**src/rtl/rom_scan_ctrl.sv**
```systemverilog
// ROM address sequencer: steps a 1-cycle-latency ROM through [addr_lo, addr_hi]
// on a button press or a prescaled auto-scan tick, and holds the last word read.
module rom_scan_ctrl #(
  parameter int DATA_WIDTH    = 16,
  parameter int ADDRESS_WIDTH = 8,
  parameter int TICK_DIV      = 50000000,
  parameter int SYNC_STAGES   = 2
) (
  input  logic                     clk,
  input  logic                     rst,
  input  logic                     ce,
  input  logic                     btn_step_n,
  input  logic                     btn_run_n,
  input  logic [ADDRESS_WIDTH-1:0] addr_lo,
  input  logic [ADDRESS_WIDTH-1:0] addr_hi,
  output logic [ADDRESS_WIDTH-1:0] rom_addr,
  output logic                     rom_rd_n,
  input  logic [DATA_WIDTH-1:0]    rom_data,
  output logic [DATA_WIDTH-1:0]    data_out,
  output logic                     data_valid,
  output logic                     running,
  output logic                     wrap
);

  localparam int PRESCALE_W = $clog2(TICK_DIV);
  localparam logic [PRESCALE_W-1:0] TICK_LAST = PRESCALE_W'(TICK_DIV - 1);

  typedef enum logic [1:0] {IDLE, READ, LATCH} state_t;

  state_t state, state_next;

  logic [SYNC_STAGES-1:0]   step_sync, run_sync;
  logic                     step_prev, run_prev;
  logic                     step_edge, run_edge;
  logic                     step_pending, run_pending, run_req;
  logic [PRESCALE_W-1:0]    prescaler;
  logic                     tick;
  logic [ADDRESS_WIDTH-1:0] ptr, eff_hi, start_addr;
  logic                     in_window, at_hi, accept;

  // Button synchronizers and falling-edge detectors run every clk, independent of ce
  always_ff @(posedge clk or posedge rst) begin
    if (rst) begin
      step_sync <= '1;
      run_sync  <= '1;
      step_prev <= 1'b1;
      run_prev  <= 1'b1;
    end else begin
      step_sync <= {step_sync[SYNC_STAGES-2:0], btn_step_n};
      run_sync  <= {run_sync[SYNC_STAGES-2:0], btn_run_n};
      step_prev <= step_sync[SYNC_STAGES-1];
      run_prev  <= run_sync[SYNC_STAGES-1];
    end
  end

  assign step_edge = step_prev & ~step_sync[SYNC_STAGES-1];
  assign run_edge  = run_prev & ~run_sync[SYNC_STAGES-1];
  assign run_req   = run_edge | run_pending;

  // An inverted window collapses to the single address addr_lo
  assign eff_hi     = (addr_lo > addr_hi) ? addr_lo : addr_hi;
  assign in_window  = (ptr >= addr_lo) && (ptr <= eff_hi);
  assign start_addr = in_window ? ptr : addr_lo;
  assign at_hi      = (ptr == eff_hi);

  // A pending toggle swallows the tick of the cycle it is applied in
  assign tick = ce & running & ~run_req & (prescaler == TICK_LAST);

  // Run toggle and prescaler; a run edge seen while ce=0 waits in run_pending
  always_ff @(posedge clk or posedge rst) begin
    if (rst) begin
      running     <= 1'b0;
      run_pending <= 1'b0;
      prescaler   <= '0;
    end else if (ce) begin
      if (run_req) begin
        running     <= ~running;
        run_pending <= 1'b0;
        prescaler   <= '0;
      end else if (running) begin
        prescaler <= (prescaler == TICK_LAST) ? '0 : prescaler + PRESCALE_W'(1);
      end
    end else if (run_edge) begin
      run_pending <= 1'b1;
    end
  end

  // Acceptance wins over a same-cycle edge so a burst collapses into one read
  always_ff @(posedge clk or posedge rst) begin
    if (rst) begin
      step_pending <= 1'b0;
    end else if (accept) begin
      step_pending <= 1'b0;
    end else if (step_edge) begin
      step_pending <= 1'b1;
    end
  end

  always_ff @(posedge clk or posedge rst) begin
    if (rst) begin
      state <= IDLE;
    end else begin
      state <= state_next;
    end
  end

  always_comb begin
    state_next = state;
    accept     = 1'b0;
    rom_rd_n   = 1'b1;
    data_valid = 1'b0;
    wrap       = 1'b0;
    if (ce) begin
      unique case (state)
        IDLE: begin
          if (step_pending || tick) begin
            accept     = 1'b1;
            state_next = READ;
          end
        end
        READ: begin
          rom_rd_n   = 1'b0;
          state_next = LATCH;
        end
        LATCH: begin
          data_valid = 1'b1;
          wrap       = at_hi;
          state_next = IDLE;
        end
        default: state_next = IDLE;
      endcase
    end
  end

  // Address pointer, ROM address register and output holding register
  always_ff @(posedge clk or posedge rst) begin
    if (rst) begin
      ptr      <= '0;
      rom_addr <= '0;
      data_out <= '0;
    end else if (accept) begin
      ptr      <= start_addr;
      rom_addr <= start_addr;
    end else if (data_valid) begin
      data_out <= rom_data;
      ptr      <= at_hi ? addr_lo : ptr + ADDRESS_WIDTH'(1);
    end
  end

endmodule

```
**config.mk**
```make
export PLATFORM = sky130hd
export DESIGN_NAME = rom_scan_ctrl
export DESIGN_NICKNAME = d
export VERILOG_FILES = /design/src/rtl/rom_scan_ctrl.sv
export SDC_FILE = /design/constraint.sdc
export NUM_CORES = 1
export LEC_CHECK = 0
export BUFFER_PORTS_ARGS = -buffer_cell sky130_fd_sc_hd__buf_2
export CORE_MARGIN = 2
export CORE_UTILIZATION = 51
export DETAILED_ROUTE_END_ITERATION = 8
export PLACE_DENSITY = 0.76
export SKIP_CTS_REPAIR_TIMING = 1
export SYNTH_ARGS = -nofsm -noshare
export SYNTH_HDL_FRONTEND = slang
export SYNTH_SLANG_ARGS = --single-unit
export TNS_END_PERCENT = 100
```
**constraint.sdc**
```tcl
create_clock -name clk -period 3.6 [get_ports clk]
set_clock_uncertainty 0.1 [all_clocks]
set_input_delay 0.54 -clock clk [delete_from_list [all_inputs] [get_ports clk]]
set_output_delay 0.54 -clock clk [all_outputs]
set_load 0.02 [all_outputs]
```
==> impl_results.md, run 1 <==
- Sink Count: 69
- Dpl cell area: between 4000 and 5000 µm²
- Detail Placement HPWL: roughly 6400 µm
- Design Area, Final: a little under 5000 µm²
- Final GP Congestion: between 0.9 and 1
- Syn_area_per_cell: 9.12 µm²
- FF-to-FF Start: prescaler[0]
- Final period utilization: 0.984
- Later-pin clock latency in the skew report: around 340 ps
- Vias in the first global route: ~3400
- DR pass1 iterations: 4
- Seq/Total Area, Yosys: 0.441
- Register Area: roughly 1700 µm²
- Gate power share: 0.396
- First-pass GRT wire length: about 15000 µm
- Yosys reg bits: 69
- Worst slew pin tran: 987 ps
- Fmax: between 200 and 300 MHz
- Vias: roughly 3400
- Die Width: approximately 92 µm
- CP max FO: 8
- Final setup margin: between 50 and 60 ps
- Worst EP required: 3710 ps
- Reg clk slew, reported paths: 80 ps
- P_int: slightly below 2 mW
- # IOs: 65
- Clock Power Share: 0.230
- Final Setup Violations: 0
- Worst VDD drop: around 0.34 mV
- Initial drt markers: approximately 150
- Fillers: 646
- Worst min-delay path category: primary input to async pin
- Residual DRC count: 0
- Syn_nets: 494
- Sw Ratio: 0.388
- Layout cells sized above 1: 0.260
- Drt total wl: 9000 µm
- FP Rows: 32
- Ys flop type: dfrtp_1
- Initial antenna violation count: 0
- DR vias/cell: about 5.5
- Crit. End Element: register
- Antenna Nets Post-Route: 0
- Worst path arrival time: 3650 ps
- Total gr overflow: 0
- Die area: ~8400 µm²
- Largest net degree at the start of global routing: 32
- Die Y: 91.8 µm
- Most common cell after layout, fill and taps aside: nand2_1
- Max-cap check violation count: 0
- Post-Synthesis Cells: approximately 430
- Sequential share of power: 0.374
- Power Total: 3.15 mW
- P&R area growth vs syn: 23.6%
- Root buf cell: clkbuf_8
- IO buf count: 64
- Max clock buf depth: 2
- Final min period: 3540 ps
- Distinct cell type count after synthesis: ~50
- Synthesis Warnings: 0
- DR WL/cell: 14.4 µm
- CTS tree: built
- Post-synthesis async set-or-reset flop share: 1.00
- Critical Path Source Type: primary input
- Slew HR: 0.342
- Leakage: approximately 2.4 nW
- PwrDens: between 600 and 700 nW/µm²
- Min Hold Slack: ~160 ps
- Total Neg Setup Slack: 0 ps
- Post-synth EDFFs: 0
- Final Hold Vio Count: 0
- Diodes inserted: 0
- Core ar.: between 7000 and 8000 µm²
- H-tree lvl count: 3
- P_sw: roughly 1.2 mW
- Nets: a little under 600
- Crit Path Class: primary input to register
- Number of max-slew violations in the final report: 0
- Total CTS buffers: 9
- RSZ-0062 raised after global routing: yes
- Origin of the worst setup path: addr_lo[1]
- Footprint of the multi-input gates: between 2000 and 2500 µm²
- Starting Density: 0.517
- Total GRT Usage: 0.219
- Status: finished clean
- Setup WS pre-CTS: -392 ps
- Most frequent cells in the layout: nand2_1, dfrtp_1, buf_2
- Post-Syn Area: between 3000 and 4000 µm²
==> layout make-up <==
type	instances	share of cell area
clock buffer	10	0.0283
inverter	26	0.0206
tap	102	0.0263
clock inverter	6	0.0193
sequential	69	0.357
multi-input combinational	321	0.433
timing repair buffer	92	0.115
==> logic make-up (layout without fill, tap and decap cells) <==
logic type | count (synthesis) | in the layout | synth area share
simple gates | 176 | 176 | 0.215
compound gates | 91 | 91 | 0.150
flops | 69 | 69 | 0.441
buf+inv | 41 | 134 | 0.0433
fa+ha+maj | 26 | 26 | 0.0827
mux | 16 | 16 | 0.0410
xor+xnor | 12 | 12 | 0.0267
==> power groups by stage <==
stage	combinational, mW	sequential (mW)	clock (mW)
3_5_place_dp	1.22	1.19	0
4_1_cts	1.22	1.18	0.745
2_1_floorplan	0.695	1.31	0
6_report	1.25	1.18	0.724
5_1_grt	1.39	1.21	0.768
3_3_place_gp	1.17	1.18	0
==> through the flow <==
stage                      util  instances
after detailed placement  0.593        606
final                     0.639        626
after global routing      0.639        626
after floorplan               -        431
after CTS                 0.624        622
after global placement    0.593        606
==> registers in the layout, indices dropped and copies added, names as in the netlist, 2 cells and up <==
signal / cells
data_out: 16
prescaler: 26
ptr: 8
rom_addr: 8
run_sync: 2
state: 2
step_sync: 2
==> critical path: stages <==
cell and delay [ps]:
buf_8 100, ha_4 230, nor2b_4 120, o21a_1 180
o21ai_2 140, a21oi_2 80, o22a_4 270, mux2i_2 170
ha_1 290, and4_1 210, nand4_1 140, and2_1 180
a311o_1 330, a21o_1 240, a2111o_1 430
==> path summary, 6_finish.rpt <==
path,to,cells past startpoint,slack [ps]
setup / recovery,ptr[5],15,60
max in group asynchronous,step_sync[0],3,2460
hold / removal,data_out[10],2,160
min in group clk,step_sync[0],1,190
setup reg to reg,ptr[3],8,730
hold reg to reg,run_sync[1],0,260
==> cells in the mapped netlist (6+ instances only) <==
| cell | number | share of area |
|---|---|---|
| dfstp_2 | 6 | 0.040 |
| ha_1 | 26 | 0.083 |
| and2_1 | 7 | 0.011 |
| a21oi_1 | 19 | 0.024 |
| nand2_1 | 73 | 0.070 |
| a221o_1 | 6 | 0.015 |
| nor2_1 | 33 | 0.031 |
| and3_1 | 6 | 0.0095 |
| clkbuf_1 | 12 | 0.011 |
| o21ai_0 | 39 | 0.050 |
| inv_1 | 25 | 0.024 |
| dfrtp_1 | 63 | 0.40 |
| xor2_1 | 9 | 0.020 |
| mux2i_1 | 15 | 0.038 |
| nand3_1 | 20 | 0.025 |
| nand4_1 | 7 | 0.011 |
==> per-layer routing <==
metal / global-route usage / vias to the layer above / wire length (µm)
met5: 0 / - / 0
met4: 0.0883 / 0 / 94
met3: 0.0468 / 8 / 362
met2: 0.366 / 85 / 4610
met1: 0.278 / 1649 / 3930
li1: - / 1697 / -
No activity file was read; power rests on OpenSTA's default activity.
==> inputs of run 2 (changes only) <==
PLACE_DENSITY = 0.73   (was 0.76)
clock period = 4.2 ns   (was 3.6 ns; I/O delays follow)
==> impl_results.md, run 2 (same netlist as run 1, synthesis figures left out) <==
- Status: finished clean (unchanged)
- Worst min-delay path category: register to register (was primary input to async pin)
- Root buf cell: clkbuf_8 (unchanged)
- Slew HR: 0.373 (was 0.342)
- Largest reg by FF count: prescaler (unchanged)
- Vias: 3324 (was 3439)
- Final GP Congestion: 0.836 (was 0.929)
- Initial drt markers: 187 (was 154)
- Slowest stage delay, CP: 320 ps (was 430 ps)
- Sequential share of power: 0.385 (was 0.374)
- Design Area, Final: 4630 µm² (was 4860 µm²)
- FF-to-FF Start: prescaler[0] (unchanged)
- H-tree lvl count: 3 (unchanged)
- FF-to-FF End: ptr[1] (was ptr[3])
- DR pass1 iterations: 4 (unchanged)
- Critical-path cell list: buf_2 -> ha_1 -> nor2b_1 -> o21a_1 -> o21ai_0 -> a21oi_1 -> o22a_2 -> mux2i_1 -> ha_1 -> and4_1 -> nand4_1 -> buf_4 -> nor2_1 -> buf_2 (was buf_8 -> ha_4 -> nor2b_4 -> o21a_1 -> o21ai_2 -> a21oi_2 -> o22a_4 -> mux2i_2 -> ha_1 -> and4_1 -> nand4_1 -> and2_1 -> a311o_1 -> a21o_1 -> a2111o_1)
- Total gr overflow: 0 (unchanged)
- Gate power share: 0.386 (was 0.396)
- Leakage: 2.28 nW (was 2.38 nW)
- Final Hold Vio Count: 0 (unchanged)
- Sw Ratio: 0.392 (was 0.388)
- Min Hold Slack: 257 ps (was 162 ps)
- DR WL/cell: 14.3 µm (was 14.4 µm)
- Worst VDD drop: 0.271 mV (was 0.343 mV)
- Final Setup Violations: 0 (unchanged)
- RSZ-0062 raised after global routing: no (was yes)
- Origin of the worst setup path: addr_lo[1] (unchanged)
- Final period utilization: 0.957
- CP max stage cell: ha_1 (was a2111o_1)
- Crit Path Class: primary input to primary output (was primary input to register)
- Critical Path Source Type: primary input (unchanged)
- Fmax: approximately 250 MHz
- CP max FO: 8 (unchanged)
- IO buf count: 64 (unchanged)
- Layout cells sized above 1: 0.215 (was 0.260)
- P_sw: 1.03 mW (was 1.22 mW)
- Worst slew pin tran: 941 ps (was 987 ps)
- Largest regs: prescaler (26), data_out (16) (unchanged)
- Dpl cell area: 4410 µm² (was 4510 µm²)
- Sink Count: 69 (unchanged)
- FP Rows: 32 (unchanged)
- First-pass GRT wire length: 15500 µm (was 15000 µm)
- Max reg flops: 26 (unchanged)
- Fillers: 666 (was 646)
- # IOs: 65 (unchanged)
- Most common cell after layout, fill and taps aside: nand2_1 (unchanged)
- Max clock buf depth: 2 (unchanged)
- Die Y: 91.8 µm (unchanged)
- Total Neg Setup Slack: 0 ps (unchanged)
- Crit. End Element: primary output (was register)
- CTS tree: built (unchanged)
- P&R area growth vs syn: 17.8% (was 23.6%)
- Fin util: 0.609 (was 0.639)
- Worst R2R Setup Slack: 1170 ps (was 730 ps)
- DR vias/cell: 5.45 (was 5.49)
- Hold_sp: run_sync[0]
- Antenna Nets Post-Route: 0 (unchanged)
- Hold Path Depth: 0
- Worst EP required: 3470 ps (was 3710 ps)
- Worst path arrival time: 3290 ps (was 3650 ps)
- Total GRT Usage: 0.226 (was 0.219)
- Drt total wl: 8720 µm (was 9000 µm)
- Number of max-slew violations in the final report: 0 (unchanged)
- Later-pin clock latency in the skew report: 340 ps (about the same)
- Starting Density: 0.517 (unchanged)
- Reg clk slew, reported paths: 70 ps (was 80 ps)
- WHS Endpoint: run_sync[1]
- Die Width: 91.8 µm (unchanged)
- Largest net degree at the start of global routing: 41 (was 32)
- Detail Placement HPWL: 6380 µm (was 6410 µm)
- Final min period: roughly 4000 ps
- Residual DRC count: 0 (unchanged)
- Total CTS buffers: 9 (unchanged)
- Clock Power Share: 0.229 (was 0.230)
- Max-cap check violation count: 0 (unchanged)
- Most frequent cells in the layout: nand2_1, buf_2, dfrtp_1 (was nand2_1, dfrtp_1, buf_2)
- Initial antenna violation count: 0 (unchanged)
- PwrDens: 569 nW/µm² (was 648 nW/µm²)
- P_int: 1.60 mW (was 1.93 mW)
- Core ar.: 7610 µm² (unchanged)
- Nets: 566 (was 582)
- Vias in the first global route: 3362 (was 3354)
- Die area: 8430 µm² (unchanged)
- Diodes inserted: 0 (unchanged)
- R2R depth: 8 (unchanged)
## run 2: cell types whose count changed in the layout (fill, tap and decap cells not counted), sizes merged
cell	change
buf	-16
clkinv	+2
clkbuf	-1
inv	-1
## run 2: routing by layer
layer  vias up  global-route usage  wire length, µm
met4         0              0.0734              142
met3        12              0.0403              277
met2        58               0.379             4290
met5         -                   0                0
li1       1659                   -                -
met1      1595               0.296             4020
## run 2: how the worst max path moves through the flow
stage | end | cells past startpoint
after global placement | ptr[5] | 15
after detailed placement | ptr[5] | 15
after CTS | wrap | 14
after floorplan | ptr[3] | 17
after global routing | wrap | 14
final | wrap | 14
## run 2: power by group through the flow
stage / Sequential [mW] / Clock, mW / Combinational, mW
finish: 1.01 / 0.602 / 1.02
global route: 1.04 / 0.645 / 1.16
CTS: 1.01 / 0.616 / 1.02
detailed placement: 1.02 / 0 / 1.02
global placement: 1.02 / 0 / 0.983
floorplan: 1.12 / 0 / 0.589
## run 2: final cells by class
class                           count  area, µm²  share of cell area
Multi-Input combinational cell    321       2040               0.440
Sequential cell                    69       1730               0.374
Timing Repair Buffer               76        410              0.0886
Tap cell                          102        128              0.0276
Clock buffer                        9        124              0.0267
Clock inverter                      7       98.8              0.0213
Inverter                           26       97.6              0.0211
## run 2: metrics by stage
step | worst slack (ps) | cells | power (mW)
6_report | 182 | 610 | 2.63
5_1_grt | 3.41 | 610 | 2.84
4_1_cts | 86.1 | 610 | 2.65
3_5_place_dp | -63.3 | 594 | 2.04
3_3_place_gp | 90.1 | 594 | 2.00
2_1_floorplan | 260 | 431 | 1.71
## run 2: worst max-delay path, delay by kind of cell
family,cells,cell delay [ps]
AOI/OAI and AO/OA,4,680
adders and majority gates,2,610
buffers and inverters,3,510
muxes,1,150
and+or+nand+nor,4,710
==> inputs of run 3 (changes only) <==
GPL_TIMING_DRIVEN = 0   (was default)
==> impl_results.md, run 3 (same netlist as run 1, synthesis figures left out) <==
- Post-Place Cells: 597 (was 594)
- Dpl cell area: 4380 µm² (was 4410 µm²)
- R2R depth: 8 (unchanged)
- Max-cap check violation count: 0 (unchanged)
- FF-to-FF End: ptr[5] (was ptr[1])
- Root buf cell: clkbuf_8 (unchanged)
- Final Hold Vio Count: 0 (unchanged)
- Worst EP required: 3470 ps (about the same)
- Total GRT Usage: 0.222 (was 0.226)
- Worst R2R Setup Slack: 1270 ps (was 1170 ps)
- DR WL/cell: 14.4 µm (was 14.3 µm)
- Leakage: 2.27 nW (was 2.28 nW)
- Layout cells sized above 1: 0.198 (was 0.215)
- Fin util: 0.610 (was 0.609)
- Worst VDD drop: 0.369 mV (was 0.271 mV)
- Worst slew pin tran: 851 ps (was 941 ps)
- IO buf count: 64 (unchanged)
- PwrDens: 581 nW/µm² (was 569 nW/µm²)
- Final GP Congestion: 0.834 (was 0.836)
- Worst min-delay path category: register to register (unchanged)
- Drt total wl: 8820 µm (was 8720 µm)
- Largest net degree at the start of global routing: 70 (was 41)
- Reg clk slew, reported paths: 80 ps (was 70 ps)
- Detail Placement HPWL: 6380 µm (about the same)
- Final period utilization: 0.953 (was 0.957)
- Finished Layout Cells: 613 (was 610)
- Worst path arrival time: 3270 ps (was 3290 ps)
- Total gr overflow: 0 (unchanged)
- Final min period: 4000 ps (was 4020 ps)
- Crit. End Element: primary output (unchanged)
- First-pass GRT wire length: 15300 µm (was 15500 µm)
- DR vias/cell: 5.58 (was 5.45)
- Min Hold Slack: 259 ps (was 257 ps)
- FP Rows: 32 (unchanged)
- Final Setup Violations: 0 (unchanged)
- CTS tree: built (unchanged)
- Later-pin clock latency in the skew report: 350 ps (was 340 ps)
- Power Total: 2.70 mW (was 2.63 mW)
- Most frequent cells in the layout: nand2_1, buf_2, dfrtp_1 (unchanged)
- DR pass1 iterations: 5 (was 4)
- Hold_sp: step_sync[0] (was run_sync[0])
- Max clock buf depth: 2 (unchanged)
- Initial drt markers: 181 (was 187)
- Die Width: 91.8 µm (unchanged)
- Starting Density: 0.517 (unchanged)
- Sink Count: 69 (unchanged)
- Die Y: 91.8 µm (unchanged)
- Number of max-slew violations in the final report: 0 (unchanged)
- RSZ-0062 raised after global routing: no (unchanged)
- Nets: 569 (was 566)
- Die area: 8430 µm² (unchanged)
- Antenna Nets Post-Route: 0 (unchanged)
- Critical Path Source Type: primary input (unchanged)
- Residual DRC count: 0 (unchanged)
- # IOs: 65 (unchanged)
- Vias in the first global route: 3329 (was 3362)
- FF-to-FF Start: prescaler[0] (unchanged)
- Largest regs: prescaler (26), data_out (16) (unchanged)
- Diodes inserted: 0 (unchanged)
- Hold Path Depth: 0 (unchanged)
- Most common cell after layout, fill and taps aside: nand2_1 (unchanged)
- P&R area growth vs syn: 17.9% (was 17.8%)
- Status: finished clean (unchanged)
- Initial antenna violation count: 0 (unchanged)
- Design Area, Final: 4640 µm² (was 4630 µm²)
- Crit Path Class: primary input to primary output (unchanged)
- CP max FO: 10 (was 8)
- Core ar.: 7610 µm² (unchanged)
- Vias: 3421 (was 3324)
- Fmax: 250 MHz (was 249 MHz)
- Largest reg by FF count: prescaler (unchanged)
- Max reg flops: 26 (unchanged)
- Slew HR: 0.433 (was 0.373)
- Total CTS buffers: 9 (unchanged)
- WHS Endpoint: step_sync[1] (was run_sync[1])
- H-tree lvl count: 3 (unchanged)
[run 3: layer usage]
metal	GRT usage	part of all wire	vias up
met5	0	0	-
met4	0.0572	0.0087	0
met3	0.0518	0.048	8
met2	0.379	0.50	89
met1	0.284	0.45	1655
li1	-	-	1669
[run 3: worst max path at each step]
stage,slack (ps),cells after the start,to,from
global placement,-180,17,ptr[0],addr_lo[1]
detailed placement,-220,16,ptr[7],addr_lo[1]
global route,50,14,wrap,addr_lo[1]
finish,200,14,wrap,addr_lo[1]
CTS,-210,15,wrap,addr_lo[1]
floorplan,260,17,ptr[3],addr_hi[1]
[run 3: power by group]
group	total, mW	internal, mW	switching (mW)
clock network	0.670	0.397	0.273
registers	1.01	0.844	0.162
logic	1.02	0.415	0.605
[run 3: critical path: stages]
cell and delay, ps:
buf_2 140, ha_1 320, nor2b_1 140, o21a_1 170, o21ai_0 140, a21oi_1 90, o22a_2 280, mux2i_1 150
ha_1 320, and4_1 230, nand4_1 140, buf_2 210, nor2_2 150, buf_2 180
[run 3: stage by stage]
| step | setup WS [ps] | TNS (ps) |
|---|---|---|
| floorplan | 260 | 0 |
| global placement | -177 | -1400 |
| detailed placement | -219 | -1800 |
| CTS | -213 | -213 |
| global route | 53.8 | 0 |
| finish | 196 | 0 |
[run 3: layout make-up]
| cell class | count | area [µm²] |
|---|---|---|
| Timing Repair Buffer | 65 | 328 |
| Clock inverter | 7 | 123 |
| Inverter | 26 | 100 |
| Buffer | 14 | 70.1 |
| Fill cell | 677 | 2970 |
| Sequential cell | 69 | 1730 |
| Multi-Input combinational cell | 321 | 2030 |
| Clock buffer | 9 | 124 |
| Tap cell | 102 | 128 |
